$ cat config.mk
export PLATFORM = sky130hd
export DESIGN_NAME = axi_regfile_v2
export DESIGN_NICKNAME = d
export VERILOG_FILES = /design/src/rtl/axi_regfile_pkg.sv /design/src/rtl/axi_regfile_wr_chan.sv /design/src/rtl/axi_regfile_v2.sv
export SDC_FILE = /design/constraint.sdc
export NUM_CORES = 1
export LEC_CHECK = 0
export BUFFER_PORTS_ARGS = -buffer_cell sky130_fd_sc_hd__buf_2
export CAP_MARGIN = 20
export CORE_AREA = 4 4 449 451
export DETAILED_ROUTE_END_ITERATION = 6
export DIE_AREA = 0 0 453 455
export SYNTH_ARGS = -nofsm -noshare
export SYNTH_HDL_FRONTEND = slang
export SYNTH_SLANG_ARGS = --single-unit
export TNS_END_PERCENT = 1
$ cat constraint.sdc
create_clock -name S_AXI_ACLK -period 3.1 [get_ports S_AXI_ACLK]
set_input_delay 0.62 -clock S_AXI_ACLK [delete_from_list [all_inputs] [get_ports S_AXI_ACLK]]
set_output_delay 0.62 -clock S_AXI_ACLK [all_outputs]
set_load 0.02 [all_outputs]
$ cat src/rtl/axi_regfile_pkg.sv
// Shared types and helpers for the axi_regfile_v2 register file.
//   resp_t      : AXI response codes used on BRESP/RRESP
//   wr_state_t  : write-channel FSM states
//   rd_state_t  : read-channel FSM states
//   strb_merge  : byte-lane merge of write data into an existing word
package axi_regfile_pkg;

  typedef enum logic [1:0] {
    RESP_OKAY   = 2'b00,
    RESP_SLVERR = 2'b10
  } resp_t;

  typedef enum logic [1:0] {
    W_IDLE    = 2'd0,
    W_HAVE_AW = 2'd1,
    W_HAVE_W  = 2'd2,
    W_RESP    = 2'd3
  } wr_state_t;

  typedef enum logic {
    R_IDLE = 1'b0,
    R_DATA = 1'b1
  } rd_state_t;

  // Replace each byte of old_val whose strobe bit is set with the matching byte of data.
  function automatic logic [31:0] strb_merge(input logic [31:0] old_val,
                                             input logic [31:0] data,
                                             input logic [3:0]  strb);
    logic [31:0] res;
    res = old_val;
    for (int b = 0; b < 4; b++) begin
      if (strb[b]) res[8*b +: 8] = data[8*b +: 8];
    end
    return res;
  endfunction

endpackage

$ cat src/rtl/axi_regfile_wr_chan.sv
// Write channel of axi_regfile_v2: AW/W acceptance FSM with skid latches so the
// address and data phases may arrive in either order, plus the B response.
// Ports:
//   i_clk, i_srst            clock, synchronous active-high reset
//   i_awaddr/i_awvalid/o_awready   AW channel
//   i_wdata/i_wstrb/i_wvalid/o_wready  W channel
//   o_bresp/o_bvalid/i_bready  B channel
//   o_commit                 1 in the cycle both halves of a write are present;
//                            the register array updates on the following edge
//   o_idx/o_data/o_strb      register index, data and byte strobes of that write
module axi_regfile_wr_chan
  import axi_regfile_pkg::*;
#(
  parameter int NREGS      = 16,
  parameter int ADDR_WIDTH = 6
) (
  input  logic                  i_clk,
  input  logic                  i_srst,
  input  logic [ADDR_WIDTH-1:0] i_awaddr,
  input  logic                  i_awvalid,
  output logic                  o_awready,
  input  logic [31:0]           i_wdata,
  input  logic [3:0]            i_wstrb,
  input  logic                  i_wvalid,
  output logic                  o_wready,
  output logic [1:0]            o_bresp,
  output logic                  o_bvalid,
  input  logic                  i_bready,
  output logic                  o_commit,
  output logic [ADDR_WIDTH-3:0] o_idx,
  output logic [31:0]           o_data,
  output logic [3:0]            o_strb
);

  localparam int IDXW = ADDR_WIDTH - 2;

  wr_state_t        r_state;
  logic [IDXW-1:0]  r_idx;
  logic [31:0]      r_data;
  logic [3:0]       r_strb;
  logic             r_bvalid;
  resp_t            r_bresp;

  logic             w_aw_hs;
  logic             w_w_hs;
  logic             w_in_range;
  logic             w_unused;

  // Byte offset within a word carries no meaning for a word-wide register file.
  assign w_unused = ^i_awaddr[1:0];

  // Ready is gated by reset so that both are low while reset is held and
  // high in the very first cycle after it is released.
  assign o_awready = ((r_state == W_IDLE) || (r_state == W_HAVE_W))  && !i_srst;
  assign o_wready  = ((r_state == W_IDLE) || (r_state == W_HAVE_AW)) && !i_srst;

  assign w_aw_hs = i_awvalid && o_awready;
  assign w_w_hs  = i_wvalid  && o_wready;

  assign o_commit = ((r_state == W_IDLE)    && w_aw_hs && w_w_hs) ||
                    ((r_state == W_HAVE_AW) && w_w_hs) ||
                    ((r_state == W_HAVE_W)  && w_aw_hs);

  // Whichever half arrived first comes from the latch, the other from the bus.
  assign o_idx  = (r_state == W_HAVE_AW) ? r_idx  : i_awaddr[ADDR_WIDTH-1:2];
  assign o_data = (r_state == W_HAVE_W)  ? r_data : i_wdata;
  assign o_strb = (r_state == W_HAVE_W)  ? r_strb : i_wstrb;

  assign w_in_range = {1'b0, o_idx} < (IDXW+1)'(NREGS);

  assign o_bvalid = r_bvalid;
  assign o_bresp  = r_bresp;

  always_ff @(posedge i_clk) begin
    if (i_srst) begin
      r_state  <= W_IDLE;
      r_idx    <= '0;
      r_data   <= '0;
      r_strb   <= '0;
      r_bvalid <= 1'b0;
      r_bresp  <= RESP_OKAY;
    end else begin
      case (r_state)
        W_IDLE: begin
          if (w_aw_hs && !w_w_hs) begin
            r_idx   <= i_awaddr[ADDR_WIDTH-1:2];
            r_state <= W_HAVE_AW;
          end else if (w_w_hs && !w_aw_hs) begin
            r_data  <= i_wdata;
            r_strb  <= i_wstrb;
            r_state <= W_HAVE_W;
          end
        end
        W_RESP: begin
          if (i_bready) begin
            r_bvalid <= 1'b0;
            r_state  <= W_IDLE;
          end
        end
        default: ;
      endcase
      if (o_commit) begin
        r_bvalid <= 1'b1;
        r_bresp  <= w_in_range ? RESP_OKAY : RESP_SLVERR;
        r_state  <= W_RESP;
      end
    end
  end

endmodule

$ cat src/rtl/axi_regfile_v2.sv
// AXI4-Lite slave register file with NREGS 32-bit registers.
// Each register is RW, RO (writes ignored, OKAY) or PULSE (written value shows
// for one cycle then clears). Readback comes from slv_read so the fabric picks
// the value returned for each register.
// Ports:
//   S_AXI_ACLK / S_AXI_ARESET   clock, synchronous active-high reset
//   S_AXI_AW*, W*, B*, AR*, R*  AXI4-Lite slave (PROT inputs ignored)
//   slv_reg      register contents to fabric
//   slv_read     readback value per register
//   slv_wr_stb   per-register pulse in the cycle slv_reg[i] takes a write
//   slv_rd_stb   per-register pulse in the cycle a read of it is accepted
//   err_count    number of SLVERR responses issued, saturating
// Build option: define AXI_REGFILE_ERRCNT_EN to build the SLVERR counter;
// without it err_count is constant zero.
module axi_regfile_v2
  import axi_regfile_pkg::*;
#(
  parameter int                         NREGS      = 16,
  parameter int                         ADDR_WIDTH = 6,
  parameter logic [NREGS-1:0]           RO_MASK    = '0,
  parameter logic [NREGS-1:0]           PULSE_MASK = '0,
  parameter logic [NREGS-1:0][31:0]     RESET_VAL  = '0
) (
  input  logic                          S_AXI_ACLK,
  input  logic                          S_AXI_ARESET,
  input  logic [ADDR_WIDTH-1:0]         S_AXI_AWADDR,
  input  logic [2:0]                    S_AXI_AWPROT,
  input  logic                          S_AXI_AWVALID,
  output logic                          S_AXI_AWREADY,
  input  logic [31:0]                   S_AXI_WDATA,
  input  logic [3:0]                    S_AXI_WSTRB,
  input  logic                          S_AXI_WVALID,
  output logic                          S_AXI_WREADY,
  output logic [1:0]                    S_AXI_BRESP,
  output logic                          S_AXI_BVALID,
  input  logic                          S_AXI_BREADY,
  input  logic [ADDR_WIDTH-1:0]         S_AXI_ARADDR,
  input  logic [2:0]                    S_AXI_ARPROT,
  input  logic                          S_AXI_ARVALID,
  output logic                          S_AXI_ARREADY,
  output logic [31:0]                   S_AXI_RDATA,
  output logic [1:0]                    S_AXI_RRESP,
  output logic                          S_AXI_RVALID,
  input  logic                          S_AXI_RREADY,
  output logic [NREGS-1:0][31:0]        slv_reg,
  input  logic [NREGS-1:0][31:0]        slv_read,
  output logic [NREGS-1:0]              slv_wr_stb,
  output logic [NREGS-1:0]              slv_rd_stb,
  output logic [15:0]                   err_count
);

  localparam int IDXW = ADDR_WIDTH - 2;

  if ((NREGS < 2) || (NREGS > 256)) begin : g_bad_nregs
    $error("axi_regfile_v2: NREGS must be in 2..256");
  end
  if (ADDR_WIDTH < $clog2(NREGS) + 2) begin : g_bad_addr_width
    $error("axi_regfile_v2: ADDR_WIDTH too small for NREGS");
  end

  // ---------------- write channel ----------------
  logic             w_commit;
  logic [IDXW-1:0]  w_idx;
  logic [31:0]      w_data;
  logic [3:0]       w_strb;

  axi_regfile_wr_chan #(
    .NREGS      (NREGS),
    .ADDR_WIDTH (ADDR_WIDTH)
  ) u_wr_chan (
    .i_clk     (S_AXI_ACLK),
    .i_srst    (S_AXI_ARESET),
    .i_awaddr  (S_AXI_AWADDR),
    .i_awvalid (S_AXI_AWVALID),
    .o_awready (S_AXI_AWREADY),
    .i_wdata   (S_AXI_WDATA),
    .i_wstrb   (S_AXI_WSTRB),
    .i_wvalid  (S_AXI_WVALID),
    .o_wready  (S_AXI_WREADY),
    .o_bresp   (S_AXI_BRESP),
    .o_bvalid  (S_AXI_BVALID),
    .i_bready  (S_AXI_BREADY),
    .o_commit  (w_commit),
    .o_idx     (w_idx),
    .o_data    (w_data),
    .o_strb    (w_strb)
  );

  // ---------------- register array ----------------
  logic [31:0] r_regs   [NREGS];
  logic        r_wr_stb [NREGS];

  for (genvar gi = 0; gi < NREGS; gi++) begin : g_reg
    logic w_hit;
    // Out-of-range indices never match any gi, and RO registers never take a hit.
    assign w_hit = w_commit && (w_idx == IDXW'(gi)) && !RO_MASK[gi];

    always_ff @(posedge S_AXI_ACLK) begin
      if (S_AXI_ARESET) begin
        r_regs[gi]   <= RESET_VAL[gi];
        r_wr_stb[gi] <= 1'b0;
      end else begin
        r_wr_stb[gi] <= w_hit;
        if (PULSE_MASK[gi]) begin
          // Pulse registers only hold the current write, merged onto zero.
          r_regs[gi] <= w_hit ? strb_merge(32'h0, w_data, w_strb) : 32'h0;
        end else if (w_hit) begin
          r_regs[gi] <= strb_merge(r_regs[gi], w_data, w_strb);
        end
      end
    end

    assign slv_reg[gi]    = r_regs[gi];
    assign slv_wr_stb[gi] = r_wr_stb[gi];
  end

  // ---------------- read channel ----------------
  rd_state_t        r_rd_state;
  logic [31:0]      r_rdata;
  resp_t            r_rresp;
  logic             r_rvalid;

  logic             w_ar_hs;
  logic [IDXW-1:0]  w_ar_idx;
  logic             w_ar_in_range;
  logic [31:0]      w_rd_word;
  logic             w_unused;

  assign w_unused = ^{S_AXI_AWPROT, S_AXI_ARPROT, S_AXI_ARADDR[1:0]};

  assign S_AXI_ARREADY = (r_rd_state == R_IDLE) && !S_AXI_ARESET;
  assign w_ar_hs       = S_AXI_ARVALID && S_AXI_ARREADY;
  assign w_ar_idx      = S_AXI_ARADDR[ADDR_WIDTH-1:2];
  assign w_ar_in_range = {1'b0, w_ar_idx} < (IDXW+1)'(NREGS);

  // Select by compare so an out-of-range index simply yields zero.
  always_comb begin
    w_rd_word = 32'h0;
    for (int k = 0; k < NREGS; k++) begin
      if (w_ar_idx == IDXW'(k)) w_rd_word = slv_read[k];
    end
  end

  for (genvar gi = 0; gi < NREGS; gi++) begin : g_rd_stb
    assign slv_rd_stb[gi] = w_ar_hs && (w_ar_idx == IDXW'(gi));
  end

  always_ff @(posedge S_AXI_ACLK) begin
    if (S_AXI_ARESET) begin
      r_rd_state <= R_IDLE;
      r_rdata    <= 32'h0;
      r_rresp    <= RESP_OKAY;
      r_rvalid   <= 1'b0;
    end else begin
      case (r_rd_state)
        R_IDLE: begin
          if (w_ar_hs) begin
            r_rdata    <= w_rd_word;
            r_rresp    <= w_ar_in_range ? RESP_OKAY : RESP_SLVERR;
            r_rvalid   <= 1'b1;
            r_rd_state <= R_DATA;
          end
        end
        R_DATA: begin
          if (S_AXI_RREADY) begin
            r_rvalid   <= 1'b0;
            r_rd_state <= R_IDLE;
          end
        end
        default: r_rd_state <= R_IDLE;
      endcase
    end
  end

  assign S_AXI_RDATA  = r_rdata;
  assign S_AXI_RRESP  = r_rresp;
  assign S_AXI_RVALID = r_rvalid;

  // ---------------- SLVERR counter ----------------
`ifdef AXI_REGFILE_ERRCNT_EN
  logic [15:0] r_err_count;
  logic        w_wr_slverr;
  logic        w_rd_slverr;
  logic [1:0]  w_err_inc;
  logic [16:0] w_err_sum;

  // A response is counted on the edge that issues it (commit / AR accept).
  assign w_wr_slverr = w_commit && ({1'b0, w_idx} >= (IDXW+1)'(NREGS));
  assign w_rd_slverr = w_ar_hs && !w_ar_in_range;
  assign w_err_inc   = {1'b0, w_wr_slverr} + {1'b0, w_rd_slverr};
  assign w_err_sum   = {1'b0, r_err_count} + {15'b0, w_err_inc};

  always_ff @(posedge S_AXI_ACLK) begin
    if (S_AXI_ARESET) begin
      r_err_count <= 16'h0;
    end else if (w_err_sum[16]) begin
      r_err_count <= 16'hFFFF;
    end else begin
      r_err_count <= w_err_sum[15:0];
    end
  end

  assign err_count = r_err_count;
`else
  assign err_count = 16'h0;
`endif

endmodule

==> impl_metrics.csv, run 1 <==
group,metric,value,unit
status,status,"finished, final reports clean",
sta,finalHoldViolCount,0,
job,maxCapViolCount,0,
sta,setup_violations,0,
cells_and_area,drive_gt1_share,43.5,%
die,dieArea,206000,um^2
sta,finalMaxSlewViolations,0,
die,io_pins,1174,
worst_setup_path,cp_data_arrival_time,2350,ps
logic_synthesis,synth_enable_flop_cells,512,
route,wire_per_inst,27.2,um
route,initialDrtViolationCount,2146,
logic_synthesis,syn-cell-area,27400,um^2
logic_synthesis,synth_seq_cells,605,
clock_tree,clockRootBuffer,"clkbuf_16",
logic_synthesis,yosys_warnings,0,
global_routing,track_usage,16.2,%
sta,layout_min_cycle_time,2970,ps
cells_and_area,postLayoutCellArea,40600,um^2
die,die_y,455,um
clock_tree,cts_buffers,70,
logic_synthesis,synthCells,2464,
worst_setup_path,cp-end-kind,"primary output",
logic_synthesis,syn_area_per_cell,11.1,um^2
route,drc_errors,0,
sta,fmax,0.337,GHz
place,dp.cells,6303,
cells_and_area,final_cell_mix,"buf_2 (1138), nor2_1 (590), edfxtp_1 (512)",
worst_hold_path,hold_path.class,"input pin to flip-flop",
clock_tree,clkTransAtPathRegs,60,ps
logic_synthesis,synth_ff_type,"edfxtp_1",
cells_and_area,finalNonFillerCells,6494,
logic_synthesis,synthDistinctLibCells,78,
sta,fin_crit_sh,95.8,%
place,gp_congestion,0.943,
die,core_area,197000,um^2
cells_and_area,multi_input_area,9340,um^2
sta,slew_headroom,39.0,%
cells_and_area,fillers,21600,
sta,holdWs,215,ps
cells_and_area,final_nets,4314,
worst_setup_path,crit_fanout,17,
global_routing,grt_pass1_vias,25300,
die,fp-row-count,163,
power_and_ir_drop,leakagePower,16.6,nW
logic_synthesis,yosysSeqAreaShare,63.0,%
global_routing,antenna_found_initial,68,
logic_synthesis,async_flop_share,0,%
place,portBuffers,1143,
clock_tree,cts.sinks,605,
cells_and_area,ff_latch_area,17200,um^2
route,num_vias,26300,
worst_setup_path,startpoint_type,"flip-flop",
global_routing,grt_pass1_wl,225000,um
sta,worst_pin_slew,904,ps
worst_setup_path,crit_type,"flip-flop to primary output",
die,die_w,453,um
power_and_ir_drop,power_density,577,nW/um^2
sta,finClkSkew,28.3,ps
cells_and_area,area_growth,48.3,%
route,ant_nets,0,
place,place_area,38100,um^2
clock_tree,cts_max_path_buffers,3,
power_and_ir_drop,vdd_drop_max,0.367,mV
clock_tree,cts_tree,"built",
cells_and_area,mostFrequentLayoutCell,"buf_2",
route,route.final.wire_length,177000,um
die,start_util,13.9,%
global_routing,grt_overflow,0,
global_routing,grt_max_degree,70,
clock_tree,post-cts-setup-buffers,0,
place,place_hpwl,146000,um
route,drt-vias-per-instance,4.05,
worst_setup_path,crit_required,2480,ps
clock_tree,clk_latency,680,ps
clock_tree,cts_max_level,3,
sta,rsz0062_at_grt,"false",
route,drtPass1Iterations,6,
cell families after synthesis:
family | after synthesis | synth area share [%]
compound gates | 535 | 12.5
mux | 133 | 5.59
other cells | 1 | 0.0137
buf+inv | 283 | 4.87
flops | 605 | 63.0
simple gates | 901 | 13.8
fa+ha+maj | 6 | 0.274
worst max-delay path: stages (launching register included):
cell and delay [ps]:
dfxtp_1 380, or3b_4 590, nor3_1 430, buf_2 250
cell usage after synthesis, types with 12 or more instances:
| cell type | instances | area [um^2] |
|---|---|---|
| nor2b_1 | 19 | 119 |
| mux2i_1 | 101 | 1010 |
| a211oi_1 | 17 | 128 |
| o32ai_1 | 12 | 105 |
| o21ai_0 | 170 | 851 |
| a221oi_1 | 15 | 131 |
| a22oi_1 | 34 | 255 |
| a21oi_1 | 113 | 566 |
| nand3_1 | 26 | 130 |
| edfxtp_1 | 512 | 15400 |
| inv_1 | 35 | 131 |
| nand2b_1 | 23 | 144 |
| buf_2 | 79 | 395 |
| dfxtp_1 | 93 | 1860 |
| nor2_1 | 590 | 2210 |
| clkbuf_1 | 116 | 435 |
| mux4_2 | 14 | 315 |
| o22ai_1 | 31 | 194 |
| o221ai_1 | 14 | 123 |
| o211ai_1 | 12 | 90.1 |
| mux2_2 | 18 | 203 |
| buf_4 | 34 | 255 |
| nor3_1 | 24 | 120 |
| nand2_1 | 157 | 589 |
| a31oi_1 | 12 | 75.1 |
registers in the layout, indices dropped and copies added, names as in the netlist:
name / count
r_wr_stb: 16
u_wr_chan.r_state: 2
S_AXI_RDATA: 32
u_wr_chan.r_idx: 4
r_rd_state: 1
u_wr_chan.o_bvalid: 1
r_regs: 512
S_AXI_RVALID: 1
u_wr_chan.r_data: 32
u_wr_chan.r_strb: 4
path summary, 6_finish.rpt:
kind	from	to	slack (ps)	cells past startpoint
setup / recovery	r_rd_state$_SDFF_PP0_	slv_rd_stb[10]	130	3
hold / removal	S_AXI_WDATA[16]	u_wr_chan.r_data[16]$_SDFFE_PP0P_	220	3
setup reg to reg	u_wr_chan.r_state[1]$_SDFFE_PP0P_	r_regs[0][82]$_SDFFCE_PN0P_	280	9
hold reg to reg	u_wr_chan.r_data[25]$_SDFFE_PP0P_	u_wr_chan.r_data[25]$_SDFFE_PP0P_	460	2
layer usage:
layer | wire length (um) | global-route usage, % | up-vias | share of wire, %
met4 | 11900 | 10.4 | 6 | 6.7
met3 | 10400 | 2.39 | 334 | 5.9
met2 | 97200 | 31.3 | 1512 | 55
met1 | 57100 | 16.0 | 13000 | 32
li1 | - | - | 11500 | -
met5 | 38 | 0 | - | 0.022
power by group:
part	switching (mW)	total, mW	internal (mW)
Combinational	3.85	5.58	1.72
Clock	3.61	8.41	4.80
Sequential	0.200	9.45	9.25
what timing repair did:
action / in CTS / in global routing
hold buffers: 0 / 0
gates resized for setup: 1 / 1
endpoints found under the setup margin: 8 / 3
cloned: 0 / 0
per-stage QoR:
step / setup WS [ps] / setup TNS [ps] / power [mW] / utilization, %
finish: 130 / 0 / 23.4 / 20.6
global route: 46.5 / 0 / 24.3 / 20.6
CTS: 18.7 / 0 / 23.8 / 20.5
detailed placement: -10.3 / -81.9 / 15.3 / 19.3
global placement: 15.4 / 0 / 15.3 / 19.3
floorplan: 411 / 0 / 11.9 / -
cell type report:
| cell class | instances | area share (%) |
|---|---|---|
| clock buffer | 94 | 4.77 |
| sequential | 605 | 42.5 |
| antenna | 63 | 0.388 |
| multi-input combinational | 1595 | 23.0 |
| tap | 2640 | 8.14 |
| clock inverter | 34 | 0.909 |
| inverter | 37 | 0.345 |
| timing repair buffer | 1426 | 20.0 |
Power figures use the tool's default switching activity.
==> run 2, diff against run 1 <==
--- a/config.mk
+++ b/config.mk
@@ -5,11 +5,12 @@
 export SDC_FILE = /design/constraint.sdc
 export NUM_CORES = 1
 export LEC_CHECK = 0
-export BUFFER_PORTS_ARGS = -buffer_cell sky130_fd_sc_hd__buf_2
 export CAP_MARGIN = 20
 export CORE_AREA = 4 4 449 451
+export CTS_BUF_LIST = sky130_fd_sc_hd__clkbuf_4
 export DETAILED_ROUTE_END_ITERATION = 6
 export DIE_AREA = 0 0 453 455
+export DONT_BUFFER_PORTS = 1
 export SYNTH_ARGS = -nofsm -noshare
 export SYNTH_HDL_FRONTEND = slang
 export SYNTH_SLANG_ARGS = --single-unit
==> run 2 against run 1 <==
The flow now finishes with violations (setup timing). Global-route usage is 0.34 points higher. Clock skew increased by 130 ps. Sequential share of layout area grew 4.2 points. Final cell count fell by 12%. Flip-flop and latch count unchanged. Power decreased by 6.2%. Die area is the same. Sequential power grew 7%.
==> impl_metrics.csv, run 2 (synthesis results as in run 1) <==
group,metric,value,unit
worst_setup_path,r2r-start,"r_rd_state$_SDFF_PP0_",
cells_and_area,top_register,"r_regs",
cells_and_area,drive_gt1_share,22.2,%
clock_tree,clk_latency,1180,ps
worst_setup_path,crit_required,4140,ps
power_and_ir_drop,switching_share,33.8,%
clock_tree,cts_max_path_buffers,3,
worst_hold_path,hold_end,"r_regs[0][23]$_SDFFCE_PN0P_",
route,num_vias,23900,
power_and_ir_drop,p_int,14.6,mW
clock_tree,cts_max_level,4,
worst_setup_path,crit_fanout,22,
sta,slew_headroom,2.45,%
die,io_pins,1174,
die,core_area,197000,um^2
die,die_w,453,um
place,portBuffers,0,
worst_setup_path,r2r_end,"S_AXI_RDATA[8]$_SDFFE_PP0P_",
sta,rsz0062_at_grt,"true",
worst_setup_path,cp-end-kind,"flip-flop",
worst_setup_path,crit_type,"flip-flop to flip-flop",
sta,fmax,0.322,GHz
power_and_ir_drop,p_seq_share,45.8,%
clock_tree,cts_buffers,161,
sta,layout_min_cycle_time,3110,ps
global_routing,antenna_found_initial,70,
status,status,"finished with violations",
worst_setup_path,crit_path_start,"r_rd_state$_SDFF_PP0_",
worst_hold_path,worstHoldPathCells,2,
route,drc_errors,0,
power_and_ir_drop,vdd_drop_max,0.353,mV
clock_tree,cts_tree,"built",
power_and_ir_drop,leakagePower,12.9,nW
place,place_hpwl,139000,um
clock_tree,cts.sinks,605,
sta,finalMaxSlewViolations,0,
die,fp-row-count,163,
global_routing,grt_overflow,0,
die,dieArea,206000,um^2
cells_and_area,mostFrequentLayoutCell,"nor2_1",
job,maxCapViolCount,0,
sta,holdWs,147,ps
global_routing,track_usage,16.5,%
cells_and_area,largest_reg_flops,512,
global_routing,grt_pass1_wl,225000,um
place,gp_congestion,0.991,
power_and_ir_drop,p_sw,7.42,mW
die,die_y,455,um
cells_and_area,fillers,21600,
route,route.final.wire_length,180000,um
cells_and_area,area_growth,35.1,%
sta,finalHoldViolCount,0,
global_routing,grt_max_degree,206,
die,start_util,13.9,%
status,violations,"setup timing",
worst_setup_path,cp_data_arrival_time,4150,ps
global_routing,grt_pass1_vias,23400,
sta,fin_ws,-7.62,ps
sta,finClkSkew,154,ps
sta,fin_crit_sh,100,%
worst_hold_path,hold_path.class,"input pin to flip-flop",
power_and_ir_drop,power_density,595,nW/um^2
cells_and_area,final_cell_mix,"nor2_1 (582), edfxtp_1 (512), clkbuf_4 (253)",
worst_setup_path,startpoint_type,"flip-flop",
clock_tree,clockRootBuffer,"clkbuf_4",
sta,setup_tns,-7.62,ps
cells_and_area,final_core_util,18.7,%
route,ant_nets,0,
worst_hold_path,min_from,"S_AXI_WSTRB[2]",
power_and_ir_drop,power_frac_comb,20.8,%
sta,worst_pin_slew,1460,ps
route,drtPass1Iterations,6,
worst_setup_path,r2r_cells,8,
clock_tree,clkTransAtPathRegs,70,ps
route,drt-vias-per-instance,4.19,
cells_and_area,final_nets,3468,
route,initialDrtViolationCount,2483,
power_and_ir_drop,clockPowerShare,33.4,%
worst_setup_path,r2r_slack,-8,ps
sta,setup_violations,1,
route,wire_per_inst,31.4,um
[run 2: timing repair]
| action | in CTS | in global routing |
|---|---|---|
| setup endpoints to repair | 26 | 36 |
| buffers inserted | 8 | 3 |
| resized for setup | 30 | 20 |
| pin swaps | 6 | 4 |
| cloned | 1 | 0 |
| hold buffers | 230 | 0 |
| endpoints found under the hold margin | 606 | 0 |
[run 2: worst max-delay path, stage by stage (launching register included)]
cell	delay, ps
dfxtp_4	360
nor3b_4	320
buf_12	250
o32ai_1	120
a21oi_1	410
o2111ai_1	210
dlygate4sd3_1	600
and3_1	170
dlygate4sd3_1	540
[run 2: layer usage]
layer | vias up | track usage [%] | routed length (um)
li1 | 9894 | - | -
met1 | 11800 | 15.2 | 54400
met2 | 1786 | 31.1 | 96700
met3 | 433 | 3.88 | 12800
met4 | 14 | 12.9 | 15600
met5 | - | 0.483 | 195
[run 2: stage by stage]
| stage | instances | area [um^2] | power, mW | setup WS, ps |
|---|---|---|---|---|
| 2_1_floorplan | 2483 | 27400 | 11.9 | 411 |
| 3_3_place_gp | 5115 | 32000 | 14.4 | -174 |
| 3_5_place_dp | 5117 | 32000 | 14.5 | -47.0 |
| 4_1_cts | 5647 | 36700 | 22.3 | -242 |
| 5_1_grt | 5704 | 36900 | 22.9 | -163 |
| 6_report | 5717 | 37000 | 22.0 | -7.62 |
[run 2: power by group through the flow]
stage	sequential, mW	clock, mW	combinational, mW
after floorplan	10.0	0	1.86
after global placement	10.2	0	4.18
after detailed placement	10.3	0	4.21
after CTS	10.1	7.59	4.66
after global routing	10.1	7.98	4.85
final	10.1	7.34	4.58
[run 2: area by class of cell]
| class | instances | area, um^2 | area share [%] |
|---|---|---|---|
| tap | 2640 | 3300 | 8.93 |
| sequential | 605 | 17200 | 46.6 |
| inverter | 37 | 141 | 0.382 |
| antenna | 60 | 150 | 0.406 |
| clock inverter | 41 | 249 | 0.673 |
| clock buffer | 250 | 1880 | 5.08 |
| multi-input combinational | 1595 | 9430 | 25.5 |
| timing repair buffer | 489 | 4580 | 12.4 |
[run 2: how the worst max path moves through the flow]
stage                                   end  slack [ps]
5_1_grt                       slv_rd_stb[1]        -160
3_5_place_dp   r_regs[0][107]$_SDFFCE_PN0P_         -50
4_1_cts                      slv_rd_stb[10]        -240
3_3_place_gp   r_regs[1][194]$_SDFFCE_PN0P_        -170
2_1_floorplan  r_regs[0][100]$_SDFFCE_PN0P_         410
6_report        S_AXI_RDATA[8]$_SDFFE_PP0P_          -8
